$ cat src/rtl/wt_pack_writer.sv
// Weight pack writer: turns a DDR byte stream of 3x3/5x5 kernels (8-bit or 4-bit packed)
// into one 200-bit PE_weight_t word per kernel and writes it into the weight buffer.

module wt_pack_lane #(
  parameter int W = 8
) (
  input  logic         clk,
  input  logic         rst,
  input  logic         clr,
  input  logic         ld,
  input  logic [W-1:0] d,
  output logic [W-1:0] q,
  output logic [W-1:0] q_nxt
);
  // q_nxt lets the final beat's weight reach the write word in the same edge it is captured
  always_comb begin
    q_nxt = q;
    if (clr)     q_nxt = '0;
    else if (ld) q_nxt = d;
  end

  always_ff @(posedge clk or posedge rst) begin
    if (rst) q <= '0;
    else     q <= q_nxt;
  end
endmodule

module wt_pack_writer #(
  parameter int BIT_WIDTH           = 8,
  parameter int CONF_DDR_DATA_WIDTH = 8,
  parameter int CONF_WT_BUF_DEPTH   = 512,
  parameter int AW                  = $clog2(CONF_WT_BUF_DEPTH),
  parameter int NUM_LANES           = 25,
  parameter int WORD_W              = NUM_LANES * BIT_WIDTH
) (
  input  logic                           clk,
  input  logic                           rst,
  input  logic                           start,
  input  logic                           kernel_mode,
  input  logic                           bit_mode,
  input  logic [AW:0]                    kernel_num,
  input  logic [AW-1:0]                  base_addr,
  input  logic [CONF_DDR_DATA_WIDTH-1:0] in_data,
  input  logic                           in_valid,
  output logic                           in_ready,
  output logic                           wt_wr_en,
  output logic [AW-1:0]                  wt_wr_addr,
  output logic [WORD_W-1:0]              wt_wr_data,
  output logic                           busy,
  output logic                           done
);
  localparam int CW = $clog2(NUM_LANES + 1);

  typedef enum logic [1:0] {IDLE, RECV, WRITE, DONE} state_t;

  typedef struct packed {
    logic [8:0][BIT_WIDTH-1:0] a_9;
    logic [5:0][BIT_WIDTH-1:0] b_6;
    logic [5:0][BIT_WIDTH-1:0] c_6;
    logic [3:0][BIT_WIDTH-1:0] d_4;
  } pe_weight_t;

  state_t        state;
  logic          km_r, bm_r;
  logic [AW:0]   knum_r, kidx;
  logic [AW-1:0] base_r;
  logic [CW-1:0] wt_cnt, n_wt, step;
  logic          beat, last_beat, pack_clr;
  logic [BIT_WIDTH-1:0] w0, w1;
  logic [NUM_LANES-1:0]                lane_ld;
  logic [NUM_LANES-1:0][BIT_WIDTH-1:0] lane_d, lane_q, lane_q_nxt;
  pe_weight_t    word_nxt;

  assign n_wt      = km_r ? CW'(25) : CW'(9);
  assign step      = bm_r ? CW'(2) : CW'(1);
  assign beat      = (state == RECV) && in_valid && in_ready;
  assign last_beat = beat && ((wt_cnt + step) >= n_wt);
  assign pack_clr  = ((state == IDLE) && start) || (state == WRITE);

  // 4-bit mode: low nibble is weight k, high nibble weight k+1, both sign-extended
  assign w0 = bm_r ? {{(BIT_WIDTH-4){in_data[3]}}, in_data[3:0]} : in_data[BIT_WIDTH-1:0];
  assign w1 = {{(BIT_WIDTH-4){in_data[7]}}, in_data[7:4]};

  for (genvar i = 0; i < NUM_LANES; i++) begin : g_lane
    logic sel0, sel1;
    assign sel0       = (wt_cnt == CW'(i));
    assign sel1       = bm_r && ((wt_cnt + CW'(1)) == CW'(i)) && (CW'(i) < n_wt);
    assign lane_ld[i] = beat && (sel0 || sel1);
    assign lane_d[i]  = sel0 ? w0 : w1;

    wt_pack_lane #(.W(BIT_WIDTH)) u_lane (
      .clk   (clk),
      .rst   (rst),
      .clr   (pack_clr),
      .ld    (lane_ld[i]),
      .d     (lane_d[i]),
      .q     (lane_q[i]),
      .q_nxt (lane_q_nxt[i])
    );
  end

  // Row-major kernel index k maps A_9[0..8], B_6[0..5], C_6[0..5], D_4[0..3]
  always_comb begin
    word_nxt = '0;
    for (int j = 0; j < 9; j++) word_nxt.a_9[j] = lane_q_nxt[j];
    for (int j = 0; j < 6; j++) word_nxt.b_6[j] = lane_q_nxt[9 + j];
    for (int j = 0; j < 6; j++) word_nxt.c_6[j] = lane_q_nxt[15 + j];
    for (int j = 0; j < 4; j++) word_nxt.d_4[j] = lane_q_nxt[21 + j];
  end

  always_ff @(posedge clk or posedge rst) begin
    if (rst) begin
      state      <= IDLE;
      km_r       <= 1'b0;
      bm_r       <= 1'b0;
      knum_r     <= '0;
      base_r     <= '0;
      kidx       <= '0;
      wt_cnt     <= '0;
      in_ready   <= 1'b0;
      wt_wr_en   <= 1'b0;
      wt_wr_addr <= '0;
      wt_wr_data <= '0;
      busy       <= 1'b0;
      done       <= 1'b0;
    end else begin
      wt_wr_en <= 1'b0;
      done     <= 1'b0;
      case (state)
        IDLE: if (start) begin
          km_r   <= kernel_mode;
          bm_r   <= bit_mode;
          knum_r <= kernel_num;
          base_r <= base_addr;
          kidx   <= '0;
          wt_cnt <= '0;
          if (kernel_num == '0) begin
            state <= DONE;
            done  <= 1'b1;
          end else begin
            state    <= RECV;
            in_ready <= 1'b1;
            busy     <= 1'b1;
          end
        end
        RECV: if (beat) begin
          if (last_beat) begin
            state      <= WRITE;
            in_ready   <= 1'b0;
            wt_wr_en   <= 1'b1;
            wt_wr_data <= word_nxt;
            wt_wr_addr <= base_r + kidx[AW-1:0];
            wt_cnt     <= '0;
          end else begin
            wt_cnt <= wt_cnt + step;
          end
        end
        WRITE: begin
          kidx <= kidx + (AW+1)'(1);
          if ((kidx + (AW+1)'(1)) == knum_r) begin
            state <= DONE;
            busy  <= 1'b0;
            done  <= 1'b1;
          end else begin
            state    <= RECV;
            in_ready <= 1'b1;
          end
        end
        DONE: state <= IDLE;
        default: state <= IDLE;
      endcase
    end
  end
endmodule
$ cat config.mk
export PLATFORM = sky130hd
export DESIGN_NAME = wt_pack_writer
export DESIGN_NICKNAME = d
export VERILOG_FILES = /design/src/rtl/wt_pack_writer.sv
export SDC_FILE = /design/constraint.sdc
export NUM_CORES = 1
export LEC_CHECK = 0
export BUFFER_PORTS_ARGS = -buffer_cell sky130_fd_sc_hd__buf_2
export CAP_MARGIN = 30
export CORE_ASPECT_RATIO = 0.7
export CORE_MARGIN = 2
export CORE_UTILIZATION = 59
export CTS_CLUSTER_DIAMETER = 60
export DETAILED_ROUTE_END_ITERATION = 16
export PLACE_DENSITY_LB_ADDON = 0.2
export SLEW_MARGIN = 10
export SYNTH_ARGS = -nofsm -noshare
export SYNTH_HDL_FRONTEND = slang
export SYNTH_SLANG_ARGS = --single-unit
$ cat constraint.sdc
create_clock -name clk -period 18.02 [get_ports clk]
set_clock_uncertainty 0.05 [all_clocks]
set_input_delay 1.802 -clock clk [delete_from_list [all_inputs] [get_ports clk]]
set_output_delay 1.802 -clock clk [all_outputs]
set_load 0.05 [all_outputs]
Yosys cells after proc, flatten, opt, wreduce, memory -nomap -nowiden
Index checks and enable logic that the tools add are counted.
W data, S select, Z words.
{"block": "totals", "register_bits": 451, "in_bits": 33, "elab_cells": 350}
{"block": "classes", "n_addsub": 4, "magnitude_cmp": 26, "n_eq_ne": 58, "mux": 105, "n_reduce_logical": 119}
{"op": "$mux W8", "count": 76}
{"op": "$eq A5 B5 Y1 const B", "count": 18}
{"op": "$eq A5 B4 Y1 const B", "count": 16}
{"op": "$logic_and A1 B1 Y1", "count": 79}
{"op": "$lt A5 B5 Y1 const A", "count": 9}
{"op": "$eq A5 B3 Y1 const B", "count": 8}
{"op": "$lt A4 B5 Y1 const A", "count": 8}
{"op": "$logic_or A1 B1 Y1", "count": 26}
{"op": "$eq A5 B2 Y1 const B", "count": 4}
{"op": "$lt A3 B5 Y1 const A", "count": 4}
{"op": "$mux W5", "count": 4}
{"op": "$pmux W10 S2", "count": 1}
{"op": "$mux W1", "count": 12}
{"op": "$mux W2", "count": 6}
{"op": "$add A10 B1 Y10 const B", "count": 1}
{"op": "$eq A10 B10 Y1", "count": 1}
{"op": "$eq A5 B1 Y1 const B", "count": 2}
{"op": "$logic_not A10 Y1", "count": 1}
{"op": "$logic_not A5 Y1", "count": 2}
{"op": "$lt A1 B5 Y1 const A", "count": 2}
{"op": "$lt A2 B5 Y1 const A", "count": 2}
{"op": "$mux W10", "count": 1}
{"op": "$ne A2 B2 Y1 const B", "count": 5}
{"op": "$pmux W5 S2", "count": 1}
{"op": "17 further kinds", "count": 23}

Logic depth before layout (Yosys ltp)
{"block": "logic_depth", "word_depth": 8, "mapped_depth": 14, "mapped_depth_nobuf": 10}

Hierarchy
Synthesis repeated with hierarchy kept, for this count alone.
{"block": "hier_totals", "cells_unflattened": 1889, "hier_area_um2": 21892.2}
{"mod": "wt_pack_writer", "n_inst": 1, "cells_per_inst": 1214, "area_per_inst_um2": 13665.6, "seq_area_each_um2": 6281.0}
{"mod": "wt_pack_lane", "n_inst": 25, "cells_per_inst": 27, "area_per_inst_um2": 329.1, "seq_area_each_um2": 200.2}

Worst setup path before layout
OpenSTA, ideal clock, no wires.
{"block": "synth_path", "path_kind": "input -> register", "from": "input in_data[3]", "to": "register wt_wr_data[30]", "setup_ns": 0.128, "arrival_ns": 3.205, "t_required_ns": 17.842, "setup_slack_ns": 14.637, "cell_stages": 7, "n_path_buf": 2, "cell_sequence": "clkbuf_1 mux2i_1 clkbuf_1 a21oi_1 mux2i_1 nor2_1 mux2_1"}
{"block": "synth_between", "elab_chain_cells": 4}
{"element": "start: declaration", "line_no": "43", "text": "input logic [CONF_DDR_DATA_WIDTH-1:0] in_data,"}
{"element": "$mux W8", "line_no": "81", "text": "assign w0 = bm_r ? {{(BIT_WIDTH-4){in_data[3]}}, in_data[3:0]} : in_data[BIT_WIDTH-1:0];"}
{"element": "$mux W8", "line_no": "89", "text": "assign lane_d[i] = sel0 ? w0 : w1;"}
{"element": "$mux W8", "line_no": "19", "text": "else if (ld) q_nxt = d;"}
{"element": "$mux W8", "line_no": "18", "text": "if (clr) q_nxt = '0;"}
{"element": "net g_lane[24].u_lane.q_nxt[6]", "line_no": "13", "text": "output logic [W-1:0] q_nxt"}
{"element": "end signal: assignment", "line_no": "151", "text": "wt_wr_data <= word_nxt;"}
{"element": "end: declaration", "line_no": "48", "text": "output logic [WORD_W-1:0] wt_wr_data,"}
The timed path passes the listed nets, and every way through them passes these cells.
A chain may end at the register's enable or synchronous reset.

Worst setup path in the final report
{"block": "layout_path", "from": "input start", "to": "register wt_wr_data[197]"}
{"block": "layout_between", "elab_chain_cells": 3}
{"element": "start: declaration", "line_no": "38", "text": "input logic start,"}
{"element": "$logic_and A1 B1 Y1", "line_no": "78", "text": "assign pack_clr = ((state == IDLE) && start) || (state == WRITE);"}
{"element": "$logic_or A1 B1 Y1", "line_no": "78"}
{"element": "$mux W8", "line_no": "18"}
{"element": "net g_lane[8].u_lane.q_nxt[5]", "line_no": "13"}
The timed path passes the listed nets, and every way through them passes these cells.

==> results <==
- The number of global-route vias before repair is 15.85k.
- The buffer cell driving the clock tree root is clkbuf_16.
- The worst setup path is captured at a flip-flop.
- For this design the top-level I/O count stands at 246.
- The hold violation total from the final report is 0.
- The remaining number of nets flagged by the antenna check after routing is 0.
- The switching fraction of total power is 35.67%.
- After floorplanning, the core was divided into 57 placement rows.
- The post-CTS setup buffer count is 0.
- The area of the mapped netlist is roughly 21000 um^2.
- The sequential area share after synthesis is 53.80%.
- Once detailed placement completed, the half-perimeter wirelength came to roughly 37000 um.
- The die outline width is 229.4 um.
- For this run, the top clock speed supported by timing is between 200 and 250 MHz.
- The clock passes through at most 3 buffers.
- The internal power consumption is 1.842 mW.
- Once layout is complete, the utilization of the core stands at between 60% and 70%.
- The net count after synthesis is approximately 2.1k.
- Port buffering added 245 buffers.
- The part of the total power dissipated in the clock network is 33.7%.
- The area growth from synthesis to final layout is 13.96%.
- The share of total power in sequential cells is 40.7%.
- The share of total power dissipated in combinational logic is about a quarter.
- The class of the worst hold path is reg -> reg.
- Buffers inserted to repair hold after CTS numbered 0.
- TritonCTS created 43 clock buffers.
- TritonCTS built the clock tree.
- Walking the worst path, the cells encountered are buf_2 -> nand2_1 -> nand2_4 -> buf_4 -> buf_4 -> a21oi_2 -> mux2_2.
- The post-detailed-route wirelength per cell is 21.03 um.
- The first-pass iteration count of the detailed router is 5.
- The final critical path time including I/O delays and setup is around 4.7 ns.
- The clock net in this run drives a total of approximately 450 sinks.
- The ratio of cells with drive above 1 in the final layout is 24.31%.
- The worst voltage drop across the vdd grid is between 0.08 and 0.09 mV.
- In the synthesized netlist, the number of instances is between 2k and 2.5k.
- The count of pins over their slew limit is 0.
- The largest single stage delay on the critical path is between 0.7 and 0.8 ns.
- The run finished with clean final reports.
- After synthesis, the netlist uses 76 different library cells.
- The proportion of register bits with asynchronous set or reset after synthesis is 100.0%.
- The largest net degree at the start of global routing is ~170.
- The number of failing setup endpoints in the final timing report is 0.
- The number of antenna violations at the first check in global routing is 2.
- The die area is ~37000 um^2.
- The post-CTS resize count is 0.
- The die boundary height is approximately 160 um.
- The count of fill cells added during filler insertion is about 2.6k.
- The post-synthesis area per instance is ~10 um^2.
- The largest driver fanout on the critical path is 75.
- The final RePlAce weighted congestion is 0.9085.
- The total congestion overflow after global routing is 0.
- The standby leakage power is about 11 nW.
- After clock tree synthesis, the clock-pin slew on the worst setup and hold paths is about 0.070 ns.
- The total of flip-flops plus latches after synthesis is between 400 and 500.
- The synthesized design contains 0 enable-type register cells.
- The critical path's slowest cell is buf_4.
- The global-route wire length before repair is 89960 um.
- The area of the core is ~35000 um^2.
- In the global route stage, overall resource usage came out at a little under a third.
- The final-layout setup total negative slack is 0 ns.
- The path type of the worst setup path is in -> reg.
- STA classifies the critical path startpoint as an input port.
- Setup repair after global routing left no endpoint under its margin.
- Summed over all layers, the routed wires come to around 57000 um.
- The worst-case headroom to the max-slew limit is about two fifths.
- The switching power is between 1 and 1.5 mW.
- The transition time at the pin with the least slew margin is 0.9101 ns.
- The via total after detailed routing is about 17k.
- Data on the critical path arrives at its endpoint at between 5 and 6 ns.
- The most common flop cell mapped by yosys is dfrtp_1.
- The clock tree synthesis step divided the H-tree into 2 levels.
- Dividing total power by cell area gives a power density of around 120 nW/um^2.
- STA puts the critical path data required time at ~18 ns.
- The net count of the finished layout is 2256.
- Max-cap violations in this run came to 0.
- The slack of the worst reg-to-reg path is 13.75 ns.
- The final worst-path cycle share is a little over a quarter.
- The source-to-sink clock delay at the later pin of the worst-skew pair is about 0.57 ns.
- The dominant cell type by count on the critical path is buf_4.
- For this run, design rule violations remaining after detail routing come to 0.
- The number of vias per cell is between 6 and 7.
- The initial core utilization is roughly 60%.
- Yosys printed 0 warnings.
- The violation count after the first detailed-route iteration is 1882.
registers in the layout, indices dropped and copies added (netlist names):
register,flops
done,1
kidx,10
busy,1
wt_wr_data,200
wt_wr_addr,9
knum_r,10
state,2
wt_cnt,5
wt_wr_en,1
in_ready,1
bm_r,1
g_lane.u_lane.q,200
km_r,1
base_r,9
Yosys cell counts, types with 13 or more instances:
master	instances	share of area, %
nor2_1	174	3.1
buf_2	40	0.95
mux2_1	13	0.70
dfrtp_1	451	54
mux2_2	95	5.1
nand3_1	22	0.52
o21ai_0	114	2.7
ha_1	13	0.78
buf_1	13	0.23
clkbuf_1	87	1.6
a21oi_2	31	1.3
a211o_1	80	3.3
o31ai_1	96	3.4
nor3_1	16	0.38
nand2_1	352	6.3
o21ai_2	19	0.79
a21oi_1	226	5.4
mux2i_1	47	2.2
xnor2_1	15	0.63
cell type report:
class                   instances  area (um^2)  area share (%)
multi-input cells            1431         8899           37.22
clock inverters                17        210.2          0.8793
inverters                      10        47.55          0.1989
repair buffers                271         1558           6.516
flip-flops and latches        451        11290           47.21
well taps                     472        590.6           2.470
diodes                          3        7.507         0.03140
clock buffers                  62         1309           5.474
layer usage:
layer	part of all wire (%)	vias up	GRT usage, %	routed length (um)
met5	0	-	0	0
met4	2.6	0	10.06	1469
met3	9.3	106	7.216	5327
met2	42	758	42.80	24270
met1	46	8158	47.49	26070
li1	-	7546	-	-
power groups by stage:
| stage | sequential, mW | clock (mW) | combinational, mW |
|---|---|---|---|
| floorplan | 1.26 | 0 | 0.469 |
| global placement | 1.18 | 0 | 0.694 |
| detailed placement | 1.18 | 0 | 0.715 |
| CTS | 1.16 | 0.974 | 0.719 |
| global route | 1.17 | 1.02 | 0.788 |
| finish | 1.16 | 0.965 | 0.732 |
path summary, 6_finish.rpt:
path / from / to / cells after the start
setup / recovery: start / wt_wr_data[197] / 7
hold / removal: wt_wr_data[179] / wt_wr_data[179] / 2
setup reg to reg: bm_r / wt_wr_data[140] / 12
hold reg to reg: wt_wr_data[179] / wt_wr_data[179] / 2
max in group asynchronous: rst / wt_wr_data[140] / 5
min in group asynchronous: rst / wt_wr_addr[2] / 2
kinds of logic after synthesis:
kind of cell	synth area share (%)
compound gates	18.46
xor+xnor	1.044
fa+ha+maj	0.9662
buf+inv	3.930
flops	53.80
mux	8.040
simple gates	13.76
placed cells by master (no fill, tap or decap), types with 4 or more instances in the layout:
cell / instances
nand2_1: 351
mux2i_1: 43
o31ai_1: 96
nor2_1: 174
clkbuf_8: 14
clkinv_2: 9
buf_4: 17
a211oi_1: 6
buf_16: 5
dfrtp_1: 451
nor3_4: 4
a21oi_1: 226
buf_2: 245
o21ai_2: 19
nand3_1: 22
nor3_1: 16
xnor2_1: 15
nor2_8: 10
a21oi_2: 31
mux2_1: 13
clkbuf_1: 4
ha_1: 13
xor2_1: 10
and3_1: 4
mux2_2: 95
clkbuf_16: 44
mux2i_2: 4
a211o_1: 80
inv_1: 8
nor2b_1: 4
bufinv_16: 4
nand2b_1: 6
nor2_2: 9
nor2_4: 4
o21ai_0: 114
worst max-delay path, delay by kind of cell:
| family | cells | cell delay (ns) |
|---|---|---|
| buf+inv | 3 | 1.61 |
| mux | 1 | 0.29 |
| simple gates | 2 | 1.26 |
| compound gates | 1 | 0.06 |
metrics by stage:
step / std cells / hold WS, ns / setup WS [ns] / power, mW / area [um^2]
6_report: 2717 / 0.4214 / 13.32 / 2.863 / 23910
5_1_grt: 2716 / 0.4508 / 13.14 / 2.978 / 23900
4_1_cts: 2711 / 0.4256 / 13.44 / 2.857 / 23830
3_5_place_dp: 2632 / 0.4112 / 12.84 / 1.897 / 22310
3_3_place_gp: 2627 / 0.4082 / 12.49 / 1.872 / 22200
2_1_floorplan: 2055 / 0.3997 / 3.598 / 1.727 / 20980
Note: power is estimated with default switching activity, not from simulation.
